<file path="src/rtl/tile_dma_pkg.sv">
// tile_dma_pkg: shared types and helpers for the tile_dma copy engine.
// Holds the FSM state enum, transfer direction constants and the lane-mask helper.
package tile_dma_pkg;

    localparam int unsigned DEF_LANES      = 4;
    localparam int unsigned DEF_DATA_WIDTH = 8;
    localparam int unsigned MAX_LANES      = 64;

    localparam logic DIR_LOAD  = 1'b0;
    localparam logic DIR_STORE = 1'b1;

    typedef enum logic [2:0] {
        ST_IDLE,
        ST_CHECK,
        ST_XFER,
        ST_DRAIN,
        ST_FIN
    } state_t;

    typedef logic [DEF_LANES*DEF_DATA_WIDTH-1:0] beat_t;

    // Lanes 0..n-1 set; n >= width gives all ones.
    function automatic logic [MAX_LANES-1:0] therm_mask(input int unsigned n);
        logic [MAX_LANES-1:0] m;
        m = '0;
        for (int unsigned i = 0; i < MAX_LANES; i++) begin
            if (i < n) m[i] = 1'b1;
        end
        return m;
    endfunction

endpackage

</file>
<file path="src/rtl/tile_dma_addr_gen.sv">
// tile_dma_addr_gen: row/beat walker producing source/destination beat addresses,
// the tail write mask and, when PAD_EN is defined, the zero-pad lane mask.
module tile_dma_addr_gen
    import tile_dma_pkg::*;
#(
    parameter int unsigned ADDR_WIDTH = 32,
    parameter int unsigned LANES      = DEF_LANES,
    parameter int unsigned CNT_WIDTH  = 16
) (
    input  logic                  clk,
    input  logic                  rst,
    input  logic                  init,
    input  logic                  step,
    input  logic [ADDR_WIDTH-1:0] src_base,
    input  logic [ADDR_WIDTH-1:0] dst_base,
    input  logic [ADDR_WIDTH-1:0] src_stride,
    input  logic [ADDR_WIDTH-1:0] dst_stride,
    input  logic [CNT_WIDTH-1:0]  rows,
    input  logic [CNT_WIDTH-1:0]  row_bytes,
    input  logic [7:0]            pad_top,
    input  logic [7:0]            pad_bottom,
    input  logic [7:0]            pad_left,
    input  logic [7:0]            pad_right,
    output logic [ADDR_WIDTH-1:0] src_addr,
    output logic [ADDR_WIDTH-1:0] dst_addr,
    output logic [LANES-1:0]      keep_mask,
    output logic [LANES-1:0]      len_mask,
    output logic                  last
);
    localparam int unsigned XW = CNT_WIDTH + 2;

    logic [XW-1:0]         row_len, out_rows, row_idx, offset;
    logic [ADDR_WIDTH-1:0] src_ptr, dst_ptr;
    logic                  last_beat;

    assign row_len   = XW'(pad_left) + XW'(row_bytes) + XW'(pad_right);
    assign out_rows  = XW'(pad_top) + XW'(rows) + XW'(pad_bottom);
    assign last_beat = (offset + XW'(LANES)) >= row_len;
    assign last      = last_beat && (row_idx == out_rows - XW'(1));
    assign src_addr  = src_ptr + ADDR_WIDTH'(offset);
    assign dst_addr  = dst_ptr + ADDR_WIDTH'(offset);
    assign len_mask  = LANES'(therm_mask(32'(row_len - offset)));

`ifdef PAD_EN
    always_comb begin
        keep_mask = '0;
        if (row_idx >= XW'(pad_top) && row_idx < XW'(pad_top) + XW'(rows)) begin
            for (int unsigned i = 0; i < LANES; i++) begin
                keep_mask[i] = (offset + XW'(i) >= XW'(pad_left)) &&
                               (offset + XW'(i) <  XW'(pad_left) + XW'(row_bytes));
            end
        end
    end
`else
    assign keep_mask = '1;
`endif

    // Source pointer starts pad_top rows above src_base so every row just adds the stride.
    always_ff @(posedge clk) begin
        if (rst) begin
            row_idx <= '0;
            offset  <= '0;
            src_ptr <= '0;
            dst_ptr <= '0;
        end else if (init) begin
            row_idx <= '0;
            offset  <= '0;
            src_ptr <= src_base - ADDR_WIDTH'(pad_top) * src_stride - ADDR_WIDTH'(pad_left);
            dst_ptr <= dst_base;
        end else if (step) begin
            if (last_beat) begin
                offset  <= '0;
                row_idx <= row_idx + XW'(1);
                src_ptr <= src_ptr + src_stride;
                dst_ptr <= dst_ptr + dst_stride;
            end else begin
                offset <= offset + XW'(LANES);
            end
        end
    end

endmodule

</file>
<file path="src/rtl/tile_dma.sv">
// tile_dma: descriptor-driven strided 2-D tile copy between DRAM and GLB.
// Load-side zero padding is compiled in only when PAD_EN is defined.
module tile_dma
    import tile_dma_pkg::*;
#(
    parameter int unsigned ADDR_WIDTH = 32,
    parameter int unsigned DATA_WIDTH = DEF_DATA_WIDTH,
    parameter int unsigned LANES      = DEF_LANES,
    parameter int unsigned CNT_WIDTH  = 16
) (
    input  logic                        clk,
    input  logic                        rst,
    input  logic                        start,
    input  logic                        dir,
    input  logic [ADDR_WIDTH-1:0]       src_base,
    input  logic [ADDR_WIDTH-1:0]       dst_base,
    input  logic [ADDR_WIDTH-1:0]       src_stride,
    input  logic [ADDR_WIDTH-1:0]       dst_stride,
    input  logic [CNT_WIDTH-1:0]        rows,
    input  logic [CNT_WIDTH-1:0]        row_bytes,
    input  logic [7:0]                  pad_top,
    input  logic [7:0]                  pad_bottom,
    input  logic [7:0]                  pad_left,
    input  logic [7:0]                  pad_right,
    output logic                        busy,
    output logic                        finish,
    output logic                        err,
    output logic                        dram_we,
    output logic [ADDR_WIDTH-1:0]       dram_addr,
    output logic [LANES*DATA_WIDTH-1:0] dram_w_data,
    input  logic [LANES*DATA_WIDTH-1:0] dram_r_data,
    output logic [LANES-1:0]            glb_re,
    output logic [ADDR_WIDTH-1:0]       glb_r_addr,
    input  logic [LANES*DATA_WIDTH-1:0] glb_r_data,
    output logic [LANES-1:0]            glb_we,
    output logic [ADDR_WIDTH-1:0]       glb_w_addr,
    output logic [LANES*DATA_WIDTH-1:0] glb_w_data
);
    state_t                state;
    logic                  d_dir;
    logic [ADDR_WIDTH-1:0] d_src_base, d_dst_base, d_src_stride, d_dst_stride;
    logic [CNT_WIDTH-1:0]  d_rows, d_row_bytes;
    logic [7:0]            e_pad_top, e_pad_bottom, e_pad_left, e_pad_right;
    logic [ADDR_WIDTH-1:0] src_addr, dst_addr, dram_wr_addr;
    logic [LANES-1:0]      keep_mask, len_mask, keep_q;
    logic                  last, wr_load, reject, empty, rb_misaligned;

    assign rb_misaligned = (d_row_bytes % CNT_WIDTH'(LANES)) != '0;
    assign empty         = (d_rows == '0) || (d_row_bytes == '0);

`ifdef PAD_EN
    logic [7:0] d_pad_top, d_pad_bottom, d_pad_left, d_pad_right;

    always_ff @(posedge clk) begin
        if (rst) begin
            d_pad_top    <= '0;
            d_pad_bottom <= '0;
            d_pad_left   <= '0;
            d_pad_right  <= '0;
        end else if (state == ST_IDLE && start) begin
            d_pad_top    <= pad_top;
            d_pad_bottom <= pad_bottom;
            d_pad_left   <= pad_left;
            d_pad_right  <= pad_right;
        end
    end

    assign e_pad_top    = (d_dir == DIR_LOAD) ? d_pad_top    : '0;
    assign e_pad_bottom = (d_dir == DIR_LOAD) ? d_pad_bottom : '0;
    assign e_pad_left   = (d_dir == DIR_LOAD) ? d_pad_left   : '0;
    assign e_pad_right  = (d_dir == DIR_LOAD) ? d_pad_right  : '0;
    assign reject = (d_dir == DIR_STORE) &&
                    (rb_misaligned || (|{d_pad_top, d_pad_bottom, d_pad_left, d_pad_right}));
`else
    logic pad_unused;
    assign pad_unused   = ^{pad_top, pad_bottom, pad_left, pad_right};
    assign e_pad_top    = '0;
    assign e_pad_bottom = '0;
    assign e_pad_left   = '0;
    assign e_pad_right  = '0;
    assign reject = (d_dir == DIR_STORE) && rb_misaligned;
`endif

    tile_dma_addr_gen #(
        .ADDR_WIDTH (ADDR_WIDTH),
        .LANES      (LANES),
        .CNT_WIDTH  (CNT_WIDTH)
    ) u_addr_gen (
        .clk        (clk),
        .rst        (rst),
        .init       (state == ST_CHECK),
        .step       (state == ST_XFER),
        .src_base   (d_src_base),
        .dst_base   (d_dst_base),
        .src_stride (d_src_stride),
        .dst_stride (d_dst_stride),
        .rows       (d_rows),
        .row_bytes  (d_row_bytes),
        .pad_top    (e_pad_top),
        .pad_bottom (e_pad_bottom),
        .pad_left   (e_pad_left),
        .pad_right  (e_pad_right),
        .src_addr   (src_addr),
        .dst_addr   (dst_addr),
        .keep_mask  (keep_mask),
        .len_mask   (len_mask),
        .last       (last)
    );

    // Reads are issued combinationally from the walker; writes land one cycle later from registers.
    always_ff @(posedge clk) begin
        if (rst) begin
            state        <= ST_IDLE;
            busy         <= 1'b0;
            finish       <= 1'b0;
            err          <= 1'b0;
            wr_load      <= 1'b0;
            dram_we      <= 1'b0;
            glb_we       <= '0;
            glb_w_addr   <= '0;
            dram_wr_addr <= '0;
            keep_q       <= '0;
            d_dir        <= DIR_LOAD;
            d_src_base   <= '0;
            d_dst_base   <= '0;
            d_src_stride <= '0;
            d_dst_stride <= '0;
            d_rows       <= '0;
            d_row_bytes  <= '0;
        end else begin
            finish  <= 1'b0;
            wr_load <= 1'b0;
            dram_we <= 1'b0;
            glb_we  <= '0;
            case (state)
                ST_IDLE: begin
                    if (start) begin
                        d_dir        <= dir;
                        d_src_base   <= src_base;
                        d_dst_base   <= dst_base;
                        d_src_stride <= src_stride;
                        d_dst_stride <= dst_stride;
                        d_rows       <= rows;
                        d_row_bytes  <= row_bytes;
                        err          <= 1'b0;
                        busy         <= 1'b1;
                        state        <= ST_CHECK;
                    end
                end
                ST_CHECK: begin
                    if (reject || empty) begin
                        err    <= reject;
                        finish <= 1'b1;
                        state  <= ST_FIN;
                    end else begin
                        state <= ST_XFER;
                    end
                end
                ST_XFER: begin
                    if (d_dir == DIR_LOAD) begin
                        wr_load    <= 1'b1;
                        glb_we     <= len_mask;
                        glb_w_addr <= dst_addr;
                        keep_q     <= keep_mask;
                    end else begin
                        dram_we      <= 1'b1;
                        dram_wr_addr <= dst_addr;
                    end
                    if (last) state <= ST_DRAIN;
                end
                ST_DRAIN: begin
                    finish <= 1'b1;
                    state  <= ST_FIN;
                end
                ST_FIN: begin
                    busy  <= 1'b0;
                    state <= ST_IDLE;
                end
                default: state <= ST_IDLE;
            endcase
        end
    end

    assign dram_addr   = (state == ST_XFER && d_dir == DIR_LOAD) ? src_addr :
                         (dram_we ? dram_wr_addr : '0);
    assign dram_w_data = dram_we ? glb_r_data : '0;
    assign glb_re      = (state == ST_XFER && d_dir == DIR_STORE) ? '1 : '0;
    assign glb_r_addr  = (state == ST_XFER && d_dir == DIR_STORE) ? src_addr : '0;

    always_comb begin
        glb_w_data = '0;
        for (int unsigned i = 0; i < LANES; i++) begin
            if (wr_load && keep_q[i])
                glb_w_data[i*DATA_WIDTH +: DATA_WIDTH] = dram_r_data[i*DATA_WIDTH +: DATA_WIDTH];
        end
    end

endmodule

</file>
<file path="config.mk">
export PLATFORM = sky130hd
export DESIGN_NAME = tile_dma
export DESIGN_NICKNAME = d
export VERILOG_FILES = /design/src/rtl/tile_dma_pkg.sv /design/src/rtl/tile_dma_addr_gen.sv /design/src/rtl/tile_dma.sv
export SDC_FILE = /design/constraint.sdc
export NUM_CORES = 1
export LEC_CHECK = 0
export ABC_CLOCK_PERIOD_IN_PS = 4300
export BUFFER_PORTS_ARGS = -buffer_cell sky130_fd_sc_hd__buf_2
export CAP_MARGIN = 10
export CORE_MARGIN = 10
export CORE_UTILIZATION = 35
export CTS_CLUSTER_SIZE = 28
export DETAILED_ROUTE_END_ITERATION = 10
export PLACE_DENSITY = 0.59
export SKIP_LAST_GASP = 1
export SLEW_MARGIN = 20
export SYNTH_ARGS = -nofsm -noshare
export SYNTH_HDL_FRONTEND = slang
export SYNTH_SLANG_ARGS = --single-unit
</file>
<file path="constraint.sdc">
create_clock -name clk -period 4.3 [get_ports clk]
set_clock_uncertainty 0.2 [all_clocks]
set_input_delay 0.86 -clock clk [delete_from_list [all_inputs] [get_ports clk]]
set_output_delay 0.86 -clock clk [all_outputs]
set_load 0.02 [all_outputs]
</file>
==> results.json <==
{
  "vdd_ir_drop_max_mv": 0.230,
  "postCtsHoldBufs": 0,
  "antennaDiodeCount": 0,
  "powerDensity_nw_per_um2": 344,
  "cts.htree.levels": 2,
  "synth_edf_count": 0,
  "grt_pass1_vias": 19700,
  "r2r_slack_ns": 0.21,
  "pin_count": 432,
  "p_comb_frac": 0.175,
  "rsz0062_at_grt": "true",
  "wirelength_um": 76600,
  "worstReg2RegStart": "u_addr_gen.offset[3]$_SDFFE_PP0P_",
  "ys_warn_count": 0,
  "p_int_mw": 5.86,
  "core_area_um2": 55200,
  "async_flop_share": 0,
  "ant_nets": 0,
  "rows": 86,
  "cp_top_family": "compound AO/OA/AOI/OAI gates",
  "clk_pin_slew_ns": 0.06,
  "path_common_cell": "buf_4",
  "hold_viol_final": 0,
  "status": "complete, but fails checks",
  "start_util": 0.354,
  "critPathCaptureType": "output pin",
  "post-route-util": 0.443,
  "synth_fp_nets": 2968,
  "reg2reg_to": "u_addr_gen.row_idx[12]$_SDFFE_PP0P_",
  "swShare": 0.303,
  "ys.flop_type": "dfxtp_1",
  "grtUsageTotal": 0.220,
  "first_pass_iters": 6,
  "switchingPower_mw": 2.55,
  "stdcell_count": 3732,
  "worst_pin_slew_ns": 0.951,
  "slew_violations": 0,
  "die_area_um2": 65600,
  "cp.required_ns": 3.24,
  "syn_area_per_cell_um2": 7.57,
  "insertion_delay_ns": 0.57,
  "die-width_um": 256,
  "place_congestion": 0.992,
  "regArea_um2": 6730,
  "grt_max_degree": 189,
  "syn_inst": 2579,
  "cp.arrival_ns": 3.29,
  "nets": 3344,
  "avgViaCountPerCell": 5.43,
  "crit_fanout": 6,
  "dpl.hpwl_um": 57800,
  "die_y_um": 256,
  "period_minus_slack_ns": 4.35,
  "syn2layout_area_growth_pct": 25.2,
  "drc": 0,
  "synth-seq-cells": 336,
  "setup_viol_count_final": 8,
  "path_cells": "ha_4, a21o_1, a21oi_2, nor2b_2, o31ai_4, buf_4, a21o_4, buf_6, a31oi_4, buf_6, buf_4, nand3_4, xor2_2, o21ai_1, buf_4",
  "fill_cells": 5582,
  "cp_num_cells": 15,
  "cts_buffers": 39,
  "syn-cell-area_um2": 19500,
  "crit_end": "dram_addr[25]",
  "cts-root-buf": "clkbuf_16",
  "clk_path_buf_depth": 3,
  "vias": 20300,
  "crit_slowest_cell": "dfxtp_2",
  "fin_ws_ns": -0.0518,
  "clkPwrFrac": 0.412,
  "place_inst": 3641,
  "leakage_nw": 10.7,
  "multi_input_area_um2": 12300,
  "crit_start": "u_addr_gen.src_ptr[3]$_SDFFE_PP0P_",
  "io_buffers": 399,
  "yosysUniqueCellTypes": 76,
  "cts_tree": "yes",
  "power.total_mw": 8.42,
  "gr-total-overflow": 0,
  "antenna_found_initial": 2,
  "fmax_mhz": 230,
  "grt_pass1_wl_um": 116000,
  "relSlewSlack": 0.366,
  "cts_sinks": 336,
  "failed_checks": "negative setup slack",
  "path_buf_inv": 5,
  "critPathLaunchType": "register",
  "period_share": 1.01,
  "yosysSeqAreaShare": 0.344,
  "drive_above_1_share": 0.210,
  "cp_slowest_stage_delay_ns": 0.35,
  "seqPwrFrac": 0.413,
  "hp-class": "register to register",
  "reg2reg_depth": 15,
  "critical_path_class": "register to output pin",
  "routedWlPerCell_um": 20.5,
  "drt_first_iter_violations": 1505,
  "maxCapViolations": 0
}
## synthesized netlist by cell type (50+ instances only)
master,instances,area [um^2]
nand2_1,501,1880
dfxtp_1,336,6730
a21oi_1,321,1610
nor2_1,191,717
clkbuf_1,127,477
ha_1,127,1590
o21ai_0,107,536
nand3_1,83,415
xnor2_1,73,639
xor2_1,73,639
inv_1,70,263
and3_1,62,388
a21o_1,50,375
## worst min-delay path, delay by kind of cell, from the launching register on
kind,cells,cell delay (ns)
DFF,1,0.31
AOI/OAI and AO/OA,1,0.05
and+or+nand+nor,1,0.05
## through the flow
step	setup slack (ns)	cell area [um^2]	hold WS [ns]	TNS (ns)
3_5_place_dp	-0.169	22500	0.248	-0.571
4_1_cts	-0.0656	24100	0.256	-0.532
2_1_floorplan	0.399	19500	0.232	0
3_3_place_gp	-0.125	22400	0.243	-1.80
6_report	-0.0518	24400	0.254	-0.242
5_1_grt	-0.191	24400	0.279	-3.09
## logic make-up (layout without fill, tap and decap cells)
logic type                 Yosys count  after routing  share of synthesized area
muxes                                5              5                    0.00263
and+or+nand+nor                   1030           1030                      0.237
AOI/OAI and AO/OA                  712            712                      0.222
other                                2              2                   0.000385
buffers and inverters              219            624                     0.0441
adders and majority gates          129            129                     0.0834
xor gates and xnor gates           146            146                     0.0655
DFF                                336            336                      0.344
## how the worst min path moves through the flow
stage                                   from                                  end  slack, ns  cells after the start
5_1_grt        d_dst_stride[14]$_SDFFE_PP0P_        d_dst_stride[14]$_SDFFE_PP0P_       0.28                      2
3_5_place_dp   dram_wr_addr[14]$_SDFFE_PP0P_        dram_wr_addr[14]$_SDFFE_PP0P_       0.25                      2
3_3_place_gp    dram_wr_addr[0]$_SDFFE_PP0P_         dram_wr_addr[0]$_SDFFE_PP0P_       0.24                      2
4_1_cts          glb_w_addr[10]$_SDFFE_PP0P_          glb_w_addr[10]$_SDFFE_PP0P_       0.26                      2
2_1_floorplan    d_dst_base[18]$_SDFFE_PP0P_  u_addr_gen.dst_ptr[18]$_SDFFE_PP0P_       0.23                      2
6_report          glb_w_addr[2]$_SDFFE_PP0P_           glb_w_addr[2]$_SDFFE_PP0P_       0.25                      2
## metal layers
metal,track usage,part of all wire
met2,0.385,0.48
met4,0.0605,0.025
met3,0.0462,0.079
met5,0,0.00025
met1,0.268,0.41
## cells in the final DEF (no fill, tap or decap), types with 41 or more instances in the layout
cell type,count
nor2_1,186
and2_1,45
inv_1,70
dfxtp_1,332
a21oi_1,317
a22oi_1,41
and3_1,62
buf_2,370
buf_4,92
a21o_1,49
xor2_1,63
nand2_1,495
xnor2_1,69
nand3_1,80
clkbuf_16,41
ha_1,124
o21ai_0,94
## final cells by class
type,instances,share of cell area
flip-flops and latches,336,0.275
well taps,748,0.0383
inverters,71,0.0109
multi-input cells,2024,0.504
clock buffers,49,0.0440
clock inverters,21,0.0101
repair buffers,483,0.117
## registers in the layout, indices dropped and copies added, names as in the netlist, 32 cells and up
register,cells
u_addr_gen.src_ptr,32
d_dst_base,32
d_dst_stride,32
glb_w_addr,32
u_addr_gen.dst_ptr,32
d_src_base,32
d_src_stride,32
dram_wr_addr,32
## what timing repair did
item,in CTS,in global routing
buffers inserted,6,14
setup endpoints to repair,58,93
cloned,1,1
pin swaps,16,29
gates resized for setup,59,67
## power by group through the flow
stage | Sequential (mW) | Combinational, mW | Clock, mW
2_1_floorplan | 3.48 | 0.947 | 0
3_3_place_gp | 3.54 | 1.40 | 0
3_5_place_dp | 3.55 | 1.43 | 0
4_1_cts | 3.48 | 1.45 | 3.54
5_1_grt | 3.50 | 1.63 | 3.65
6_report | 3.48 | 1.47 | 3.47
No activity file was read; power rests on OpenSTA's default activity.
